### config.mk
export PLATFORM = sky130hd
export DESIGN_NAME = adjust_seq
export DESIGN_NICKNAME = d
export VERILOG_FILES = /design/src/rtl/adjust_seq.sv
export SDC_FILE = /design/constraint.sdc
export NUM_CORES = 1
export LEC_CHECK = 0
export CORE_MARGIN = 10
export CORE_UTILIZATION = 30
export DETAILED_ROUTE_END_ITERATION = 6
export PLACE_DENSITY_LB_ADDON = 0.15
export SLEW_MARGIN = 5
export SYNTH_ARGS = -nofsm -noshare
export SYNTH_HDL_FRONTEND = slang
export SYNTH_SLANG_ARGS = --single-unit
### constraint.sdc
create_clock -name CLK -period 2.47 [get_ports CLK]
set_input_delay 0.247 -clock CLK [delete_from_list [all_inputs] [get_ports CLK]]
set_output_delay 0.247 -clock CLK [all_outputs]
set_load 0.05 [all_outputs]
### src/rtl/adjust_seq.sv
// adjust_seq: front-panel adjust-mode sequencer.
// Walks NFIELD time fields, strobes INC/CLR, blinks the selected field.
module adjust_seq #(
  parameter int NFIELD  = 2,
  parameter int REP_DLY = 4,
  parameter int REP_PER = 2,
  parameter int TIMEOUT = 16
) (
  input  logic                         CLK,
  input  logic                         RST,
  input  logic                         SIG2HZ,
  input  logic                         TICK,
  input  logic                         MODE1,
  input  logic                         SELECT1,
  input  logic                         SELHOLD,
  input  logic                         ADJUST1,
  output logic [NFIELD-1:0]            CLR,
  output logic [NFIELD-1:0]            INC,
  output logic [NFIELD-1:0]            ON,
  output logic                         ADJ,
  output logic [$clog2(NFIELD+1)-1:0]  FIELD
);

  localparam int SW = $clog2(NFIELD+1);
  localparam int RW = $clog2(REP_DLY+REP_PER+1);
  localparam int TW = $clog2(TIMEOUT+2);

  localparam logic [SW-1:0] ST_NORM = '0;
  localparam logic [SW-1:0] ST_MAX  = SW'(NFIELD);

  localparam logic [RW-1:0] R_FIRST = RW'(REP_DLY-1);
  localparam logic [RW-1:0] R_LAST  = RW'(REP_DLY+REP_PER-1);
  localparam logic [RW-1:0] R_LOOP  = RW'(REP_DLY);

  localparam logic [TW-1:0] T_LAST  =
    TW'((TIMEOUT > 0) ? TIMEOUT-1 : 0);

  logic [SW-1:0] st_q, st_d;
  logic [RW-1:0] rcnt_q, rcnt_d;
  logic [TW-1:0] tcnt_q, tcnt_d;

  logic in_adj;
  logic act;
  logic rep;
  logic t_exp;

  // a valid field is selected; out-of-range codes count as idle
  assign in_adj = (st_q != ST_NORM) && (st_q <= ST_MAX);

  // any key activity holds off the inactivity timeout
  assign act = MODE1 | SELECT1 | ADJUST1 | SELHOLD;

  // auto-repeat: first fire after REP_DLY ticks, then every REP_PER
  always_comb begin
    rep    = 1'b0;
    rcnt_d = rcnt_q;
    if (!SELHOLD || !in_adj || MODE1) begin
      rcnt_d = '0;
    end else if (TICK) begin
      if (rcnt_q == R_FIRST) begin
        rep    = 1'b1;
        rcnt_d = rcnt_q + RW'(1);
      end else if (rcnt_q == R_LAST) begin
        rep    = 1'b1;
        rcnt_d = R_LOOP;
      end else if (rcnt_q < R_LAST) begin
        rcnt_d = rcnt_q + RW'(1);
      end
    end
  end

  // inactivity timer; TIMEOUT of zero never expires
  always_comb begin
    t_exp  = 1'b0;
    tcnt_d = tcnt_q;
    if (act || !in_adj) begin
      tcnt_d = '0;
    end else if (TICK && (TIMEOUT != 0)) begin
      if (tcnt_q == T_LAST) begin
        t_exp  = 1'b1;
        tcnt_d = '0;
      end else begin
        tcnt_d = tcnt_q + TW'(1);
      end
    end
  end

  // field stepping; MODE1 outranks expiry since it is activity
  always_comb begin
    st_d = st_q;
    if (!in_adj) begin
      if ((st_q == ST_NORM) && MODE1)
        st_d = SW'(1);
      else
        st_d = ST_NORM;
    end else if (MODE1) begin
      if (st_q == ST_MAX)
        st_d = ST_NORM;
      else
        st_d = st_q + SW'(1);
    end else if (t_exp) begin
      st_d = ST_NORM;
    end
  end

  // state registers, cleared asynchronously
  always_ff @(posedge CLK or posedge RST) begin
    if (RST) begin
      st_q   <= ST_NORM;
      rcnt_q <= '0;
      tcnt_q <= '0;
    end else begin
      st_q   <= st_d;
      rcnt_q <= rcnt_d;
      tcnt_q <= tcnt_d;
    end
  end

  // strobes and blanking only for the selected field
  always_comb begin
    CLR = '0;
    INC = '0;
    ON  = '1;
    for (int i = 0; i < NFIELD; i++) begin
      if (st_q == SW'(i+1)) begin
        CLR[i] = ADJUST1 & ~MODE1;
        INC[i] = (SELECT1 | rep) & ~ADJUST1 & ~MODE1;
        ON[i]  = ~SIG2HZ;
      end
    end
  end

  assign ADJ   = (st_q != ST_NORM);
  assign FIELD = st_q;

endmodule

# After elaboration in Yosys (flattened, before gate mapping)
# Cells that the tools add are included.
word_totals:
  ff_bits: 10
  input_bits: 8
  out_inout_bits: 9
classes:
  add_sub_neg: 3
  magnitude_cmp: 2
  eq_ne: 6
  mux: 26
  n_bitwise: 10
  reduce_logical: 13
op_table:
  columns: ["op", "n"]
  rows:
  - ["$mux 3", 5]
  - ["$mux 5", 3]
  - ["$mux 1", 14]
  - ["$mux 2", 4]
  - ["$reduce_bool 2->1", 3]
  - ["$add 5x1->5 const B", 1]
  - ["$eq 5x4->1 const B", 1]
  - ["$or 1x1->1", 4]
  - ["$reduce_bool 4->1", 1]
  - ["$add 3x1->3 const B", 1]
  - ["$and 1x1->1", 3]
  - ["$eq 3x2->1 const B", 1]
  - ["$eq 3x3->1 const B", 1]
  - ["$logic_or 1x1->1", 3]
  - ["$lt 3x3->1 const B", 1]
  - ["$ne 3x2->1 const B", 1]
  - ["$not 1->1", 3]
  - ["$add 2x1->2 const B", 1]
  - ["$eq 2x1->1 const B", 1]
  - ["$eq 2x2->1 const B", 1]
  - ["$le 2x2->1 const B", 1]
  - ["$logic_and 1x1->1", 2]
  - ["$logic_not 1->1", 2]
  - ["$logic_not 2->1", 1]
  - ["$reduce_and 2->1", 1]

# Logic depth before layout (Yosys ltp)
# Gate-level depths: netlist of the first run.
depth:
  ltp_word: 10
  ltp_mapped: 5
  ltp_nobuf: 5

# Least setup slack after synthesis of the first run
# No wires, ideal clock.
synth_timing:
  path_kind: "reg-to-output"
  startpoint: "register st_q[0] (netlist: FIELD[0])"
  endpoint: "output port INC[0]"
  t_arrival_ns: 2.224
  required_ns: 2.223
  path_slack_ns: -0.001
  stages_incl_launch_ff: 6
  n_path_buf: 0
  cell_sequence: "dfrtp_1 > inv_1 > ha_1 > nand3b_1 > o31a_1 > nor2_1"
synth_via:
  elab_chain_cells: 10
  elab_cells_between_ends: 12
  cone_classes: "order compare: 1; eq/ne: 1; mux: 2; bitwise: 3; reduce/logical: 5"
synth_lines:
  columns: ["item", "line", "rtl"]
  rows:
  - ["start, declared", "38", "logic [SW-1:0] st_q, st_d;"]
  - ["start signal, assigned", "113", "st_q <= st_d;"]
  - ["$le 2x2->1 / $reduce_bool 2->1 (equally long branches)", "48", "assign in_adj = (st_q != ST_NORM) && (st_q <= ST_MAX);"]
  - ["$logic_and 1x1->1", "48", null]
  - ["$logic_not 1->1", null, null]
  - ["$logic_or 1x1->1 (2 in a row)", "57", "if (!SELHOLD || !in_adj || MODE1) begin"]
  - ["$mux 1", "57", null]
  - ["$or 1x1->1", "127", "INC[i] = (SELECT1 | rep) & ~ADJUST1 & ~MODE1;"]
  - ["$and 1x1->1 (2 in a row)", "127", null]
  - ["$mux 1 (*)", "125", "if (st_q == SW'(i+1)) begin"]
  - ["end, declared", "18", "output logic [NFIELD-1:0] INC,"]
# Every way passes the cells marked *; elsewhere a longest branch is shown, timed or not.

# Final worst setup path of the first run
layout_timing:
  startpoint: "register st_q[1] (netlist: FIELD[1])"
  endpoint: "output port INC[1]"
# Same word-level chain as after synthesis.

==> qor.yml, run 1 <==
status: "complete, no violations"
startpoint_type: "flip-flop"
power_leakage_nw: 0.393
root_buffer: "clkbuf_4"
maxCapViolations: 0
async_flop_share_pct: 100
gp_congestion: 0.746
crit_chain: "inv_1 -> ha_1 -> nand3b_1 -> o31a_1 -> nor2_1 -> buf_12"
placed_cell_area_um2: 882
drt_iter0_markers: 8
ys.flop_type: "dfrtp_1"
dieArea_um2: 4530
htree_levels: 1
post_cts_buffers: 0
fin_crit_ns: 2.21
worst_pin_slew_ns: 0.517
synth_top_family_by_area: "simple AND/OR/NAND/NOR gates"
overflow: 0
cts_buffers: 3
final_nets: 106
yosysWarnings: 0
synth.distinct_cells: 29
wl_per_cell_um: 12.2
cts_hold_buf: 0
final.setup_skew_ns: 0.00410
antenna_found_initial: 0
clock-sinks: 10
synth_compound_area_share_pct: 13.8
grt_use_total_pct: 7.17
netlist_area_um2: 672
finalCritPeriodShare_pct: 89.5
synth_edf_count: 0
antenna_left: 0
maxSlewViolCount: 0
dp_slack_ns: 0.380
min_path_type: "input pin to asynchronous set/reset pin"
core_area_um2: 2170
clk_latency_ns: 0.26
drive_gt1_share_pct: 12.0
postSynthCellCount: 73
drt_pass1_iterations: 4
fin_util_pct: 42.3
muxShareOfSynthArea_pct: 3.17
yosysSeqAreaShare_pct: 37.2
avgSynthCellArea_um2: 9.20
clkSlewWorstSetupHoldPaths_ns: 0.06
slew_headroom_pct: 65.4
ir_drop_uv: 500
rsz0062_at_grt: "false"
hold_viol_final: 0
cp-end-kind: "output port"
crit_type: "flip-flop to output port"
port_buffers: 16
synth_seq_cells: 10
die_h_um: 67.3
cts_tree: "done"
die_w_um: 67.3
synth-xor-area-share_pct: 2.61
area_growth_syn_to_layout_pct: 36.7
num-fill-cells: 224
dpl.hpwl_mm: 1.22
grt_pass1_vias: 537
post_cts_resize_count: 0
p_total_mw: 0.702
crit_slowest_cell: "dfrtp_1"
reg2regPathDepth: 5
grt_max_degree: 11
arrival_ns: 1.96
crit_required_ns: 2.22
cp_max_fo: 5
setup_slack_ns: 0.260
drt_wl_total_mm: 1.47
fmax_ghz: 0.453
synth-adder-area-share_pct: 9.31
grt_pass1_wl_mm: 2.49
initial_core_util_pct: 31.0
register_area_um2: 250
io_pins: 17
syn-num-nets: 86
multi_input_area_um2: 387
n_antenna_cell: 0
stdcell_area_um2: 918
power_density_nw_per_um2: 765
synthSimpleGateAreaFrac_pct: 28.7
drc: 0
vias_per_cell: 4.60
cts_buffer_depth: 2
slowest_delay_ns: 0.39
num_rows: 17
route.vias.total: 552
setup_viol: 0
path summary, 6_finish.rpt:
kind	startpoint	end	slack [ns]
worst max-delay path	FIELD[1]	INC[1]	0.26
worst min-delay path	RST	rcnt_q[2]	0.25
worst max register to register	rcnt_q[1]	rcnt_q[0]	1.03
worst min register to register	tcnt_q[4]	tcnt_q[4]	0.52
max in group asynchronous	RST	FIELD[1]	1.95
min in group CLK	tcnt_q[4]	tcnt_q[4]	0.52
kinds of logic after synthesis:
group                    after synthesis
AND/OR/NAND/NOR                       32
AO/OA/AOI/OAI                         13
flip-flops                            10
buffers and inverters                  9
adder cells (fa/ha/maj)                5
XOR/XNOR                               2
multiplexers                           2
routing by layer:
layer	vias up	global-route usage [%]	part of all wire, %
met5	-	0	0
met4	0	1.54	0.61
met3	2	2.98	2.7
met2	3	11.8	54
met1	255	8.50	43
li1	292	-	-
flip-flops by register name (all words and copies together), names as in the netlist:
register	cells
FIELD	2
rcnt_q	3
tcnt_q	5
metrics by stage:
step	std cells	hold slack, ns	TNS, ns
floorplan	73	0.0872	-0.00228
detailed placement	116	0.511	0
global placement	116	0.503	0
global route	120	0.278	0
finish	120	0.252	0
CTS	120	0.263	0
Yosys cell counts (2+ instances only):
library cell | count | area share (%)
ha_1 | 5 | 9.3
nor2_1 | 5 | 2.8
a21oi_1 | 5 | 3.7
nand3b_1 | 2 | 2.2
nand3_1 | 2 | 1.5
or3_1 | 2 | 1.9
inv_1 | 8 | 4.5
o21ai_1 | 2 | 1.5
dfrtp_1 | 10 | 37
xnor2_1 | 2 | 2.6
nand4_1 | 2 | 1.9
and2_1 | 2 | 1.9
and3b_1 | 4 | 5.2
nand2_1 | 7 | 3.9
cell usage in the layout, fill, tap and decap left out, drive strengths merged, types with 2 or more instances in the layout:
cell type and instances:
nand2 7, nand4 2, dfrtp 10, or3 2, nor2 5, xnor2 2
ha 5, clkdlybuf4s50 14, nand3 2, clkbuf 4, a21oi 5, nand3b 2
o21ai 3, and2 2, inv 8, buf 2, and3b 4
power breakdown:
part / switching (mW) / total (mW) / internal (mW)
logic: 0.234 / 0.364 / 0.130
registers: 0.0165 / 0.197 / 0.180
clock network: 0.0524 / 0.142 / 0.0893
total: 0.303 / 0.702 / 0.400
critical path: cells and delay by family (launching register included):
family,cells,cell delay [ns]
adders and majority gates,1,0.34
AOI/OAI and AO/OA,1,0.35
buffers and inverters,2,0.25
and+or+nand+nor,2,0.37
DFF,1,0.39
layout make-up:
cell class / count / area share (%)
Sequential cell: 10 / 27.2
Timing Repair Buffer: 16 / 19.6
Inverter: 8 / 3.27
Clock buffer: 4 / 3.95
Multi-Input combinational cell: 54 / 42.1
Tap cell: 28 / 3.81
(Power assumes the default switching activity.)
==> run 2, diff against run 1 <==
--- a/config.mk
+++ b/config.mk
@@ -6,9 +6,10 @@
 export NUM_CORES = 1
 export LEC_CHECK = 0
 export CORE_MARGIN = 10
-export CORE_UTILIZATION = 30
+export CORE_UTILIZATION = 32
 export DETAILED_ROUTE_END_ITERATION = 6
 export PLACE_DENSITY_LB_ADDON = 0.15
+export REMOVE_ABC_BUFFERS = 1
 export SLEW_MARGIN = 5
 export SYNTH_ARGS = -nofsm -noshare
 export SYNTH_HDL_FRONTEND = slang
==> run 2 against run 1 <==
- via count up 1.3%
- critical path depth unchanged
- worst setup slack better by 0.015 ns
- wire length down 2.5%
- final cell count down 1.7%
- sequential cell count unchanged
==> qor.yml, run 2 (same netlist as run 1, synthesis figures left out) <==
final.setup_skew_ns: 0.00413  # +0.0000303 ns
finalCritPeriodShare_pct: 88.8  # -0.62 points
cts_tree: "done"
pwr-share-clk_pct: 15.6  # -4.6 points
core_area_um2: 1980  # -8.7%
htree_levels: 1  # unchanged
post_cts_resize_count: 0  # unchanged
fin_util_pct: 45.6  # +3.3 points
crit_required_ns: 2.22  # about the same
rsz0062_at_grt: "false"
grt_max_degree: 11  # unchanged
dp_cells: 115  # -0.86%
crit_path_start: "FIELD[0]"
power_leakage_nw: 0.386  # -1.8%
layout_common_cells: "clkdlybuf4s50_1 (14), dfrtp_1 (10), inv_1 (8)"
initial_core_util_pct: 33.9  # +2.9 points
n_antenna_cell: 0  # unchanged
cp-end-kind: "output port"
arrival_ns: 1.95  # about the same
largest_register: "tcnt_q"
seq_power_share_pct: 29.9  # +1.9 points
vias_per_cell: 4.74  # +3.0%
route.vias.total: 559  # +1.3%
root_buffer: "clkbuf_4"
status: "complete, no violations"
crit_type: "flip-flop to output port"
min_path_type: "input pin to asynchronous set/reset pin"
cts_hold_buf: 0  # unchanged
clkSlewWorstSetupHoldPaths_ns: 0.06  # about the same
largest_register_ffs: 5  # unchanged
num_rows: 16  # -1
layout_commonest_cell: "clkdlybuf4s50_1"
ir_drop_uv: 580  # +16%
cp_max_fo: 5  # unchanged
slew_headroom_pct: 65.8  # +0.42 points
drt_iter0_markers: 7  # -1
setup_tns_ns: 0  # unchanged
drt_wl_total_mm: 1.43  # -2.5%
hold_viol_final: 0  # unchanged
die_w_um: 65.8  # -2.2%
cts_buffer_depth: 2  # unchanged
io_pins: 17  # unchanged
fin_crit_ns: 2.19  # -0.0153 ns
crit-reg2reg-launch: "rcnt_q[1]"
overflow: 0  # unchanged
worst_pin_slew_ns: 0.511  # -0.00625 ns
die_h_um: 65.8  # -2.2%
p_sw_share_pct: 44.7  # +1.6 points
drt_pass1_iterations: 3  # -1
maxSlewViolCount: 0  # unchanged
area_growth_syn_to_layout_pct: 34.5
clock-sinks: 10  # unchanged
power.switching_mw: 0.296  # -2.2%
dieArea_um2: 4330  # -4.4%
drive_gt1_share_pct: 11.0  # -0.97 points
power.internal_mw: 0.366  # -8.4%
p_total_mw: 0.662  # -5.8%
clk_latency_ns: 0.26  # about the same
antenna_left: 0  # unchanged
wl_per_cell_um: 12.1  # -0.87%
grt_use_total_pct: 7.47  # +0.30 points
gp_congestion: 0.746  # about the same
grt_pass1_wl_mm: 2.53  # +1.7%
setup_viol: 0  # unchanged
power_density_nw_per_um2: 733  # -4.2%
post_cts_buffers: 0  # unchanged
maxCapViolations: 0  # unchanged
final_cells: 118  # -1.7%
grt_pass1_vias: 568  # +5.8%
dpl.hpwl_mm: 1.18  # -3.5%
fmax_ghz: 0.456  # +0.70%
final_nets: 106  # unchanged
startpoint_type: "flip-flop"
cts_buffers: 3  # unchanged
combPwrFrac_pct: 54.5  # +2.7 points
drc: 0  # unchanged
port_buffers: 16  # unchanged
antenna_found_initial: 0  # unchanged
==> run 2: changes by cell type in the layout (fill, tap and decap cells not counted) <==
cell / delta
clkbuf_8: -1
==> run 2: final timing paths <==
kind	endpoint	slack (ns)	cells past startpoint
max in group asynchronous	FIELD[0]	1.93	2
min	rcnt_q[1]	0.27	2
min in group CLK	tcnt_q[4]	0.52	2
min reg2reg	tcnt_q[4]	0.52	2
max	INC[0]	0.28	6
max reg2reg	rcnt_q[0]	1.01	5
==> run 2: per-stage QoR <==
step                area (um2)  hold WS [ns]  setup slack [ns]
finish                     903         0.273             0.276
global route               903         0.302             0.134
CTS                        903         0.286             0.240
detailed placement         881         0.519             0.401
global placement           881         0.508             0.423
floorplan                  667        0.0872          -0.00114
==> run 2: worst max-delay path: stages, from the launching register on <==
cell	delay, ns
dfrtp_1	0.39
inv_1	0.08
ha_1	0.35
nand3b_1	0.17
o31a_1	0.34
nor2_1	0.19
buf_12	0.17
==> run 2: cell type report <==
| class | count | area, um2 |
|---|---|---|
| clock buffer | 3 | 22.5 |
| fill | 201 | 1080 |
| inverter | 8 | 30.0 |
| multi-input combinational | 54 | 387 |
| sequential | 10 | 250 |
| tap | 27 | 33.8 |
| timing repair buffer | 16 | 180 |
==> run 2: power by group through the flow <==
stage / combinational, mW / sequential (mW) / clock (mW)
4_1_cts: 0.366 / 0.198 / 0.110
6_report: 0.361 / 0.198 / 0.104
3_5_place_dp: 0.366 / 0.201 / 0
3_3_place_gp: 0.364 / 0.200 / 0
2_1_floorplan: 0.192 / 0.246 / 0
5_1_grt: 0.391 / 0.202 / 0.117
==> run 2: per-layer routing <==
layer  track usage [%]  wire length (um)  vias up  share of wire (%)
li1                  -                 -      292                  -
met1              8.12               699      257                 49
met2              12.2               649        6                 45
met3              2.37                52        4                3.6
met4              4.81                29        0                2.0
met5                 0                 0        -                  0
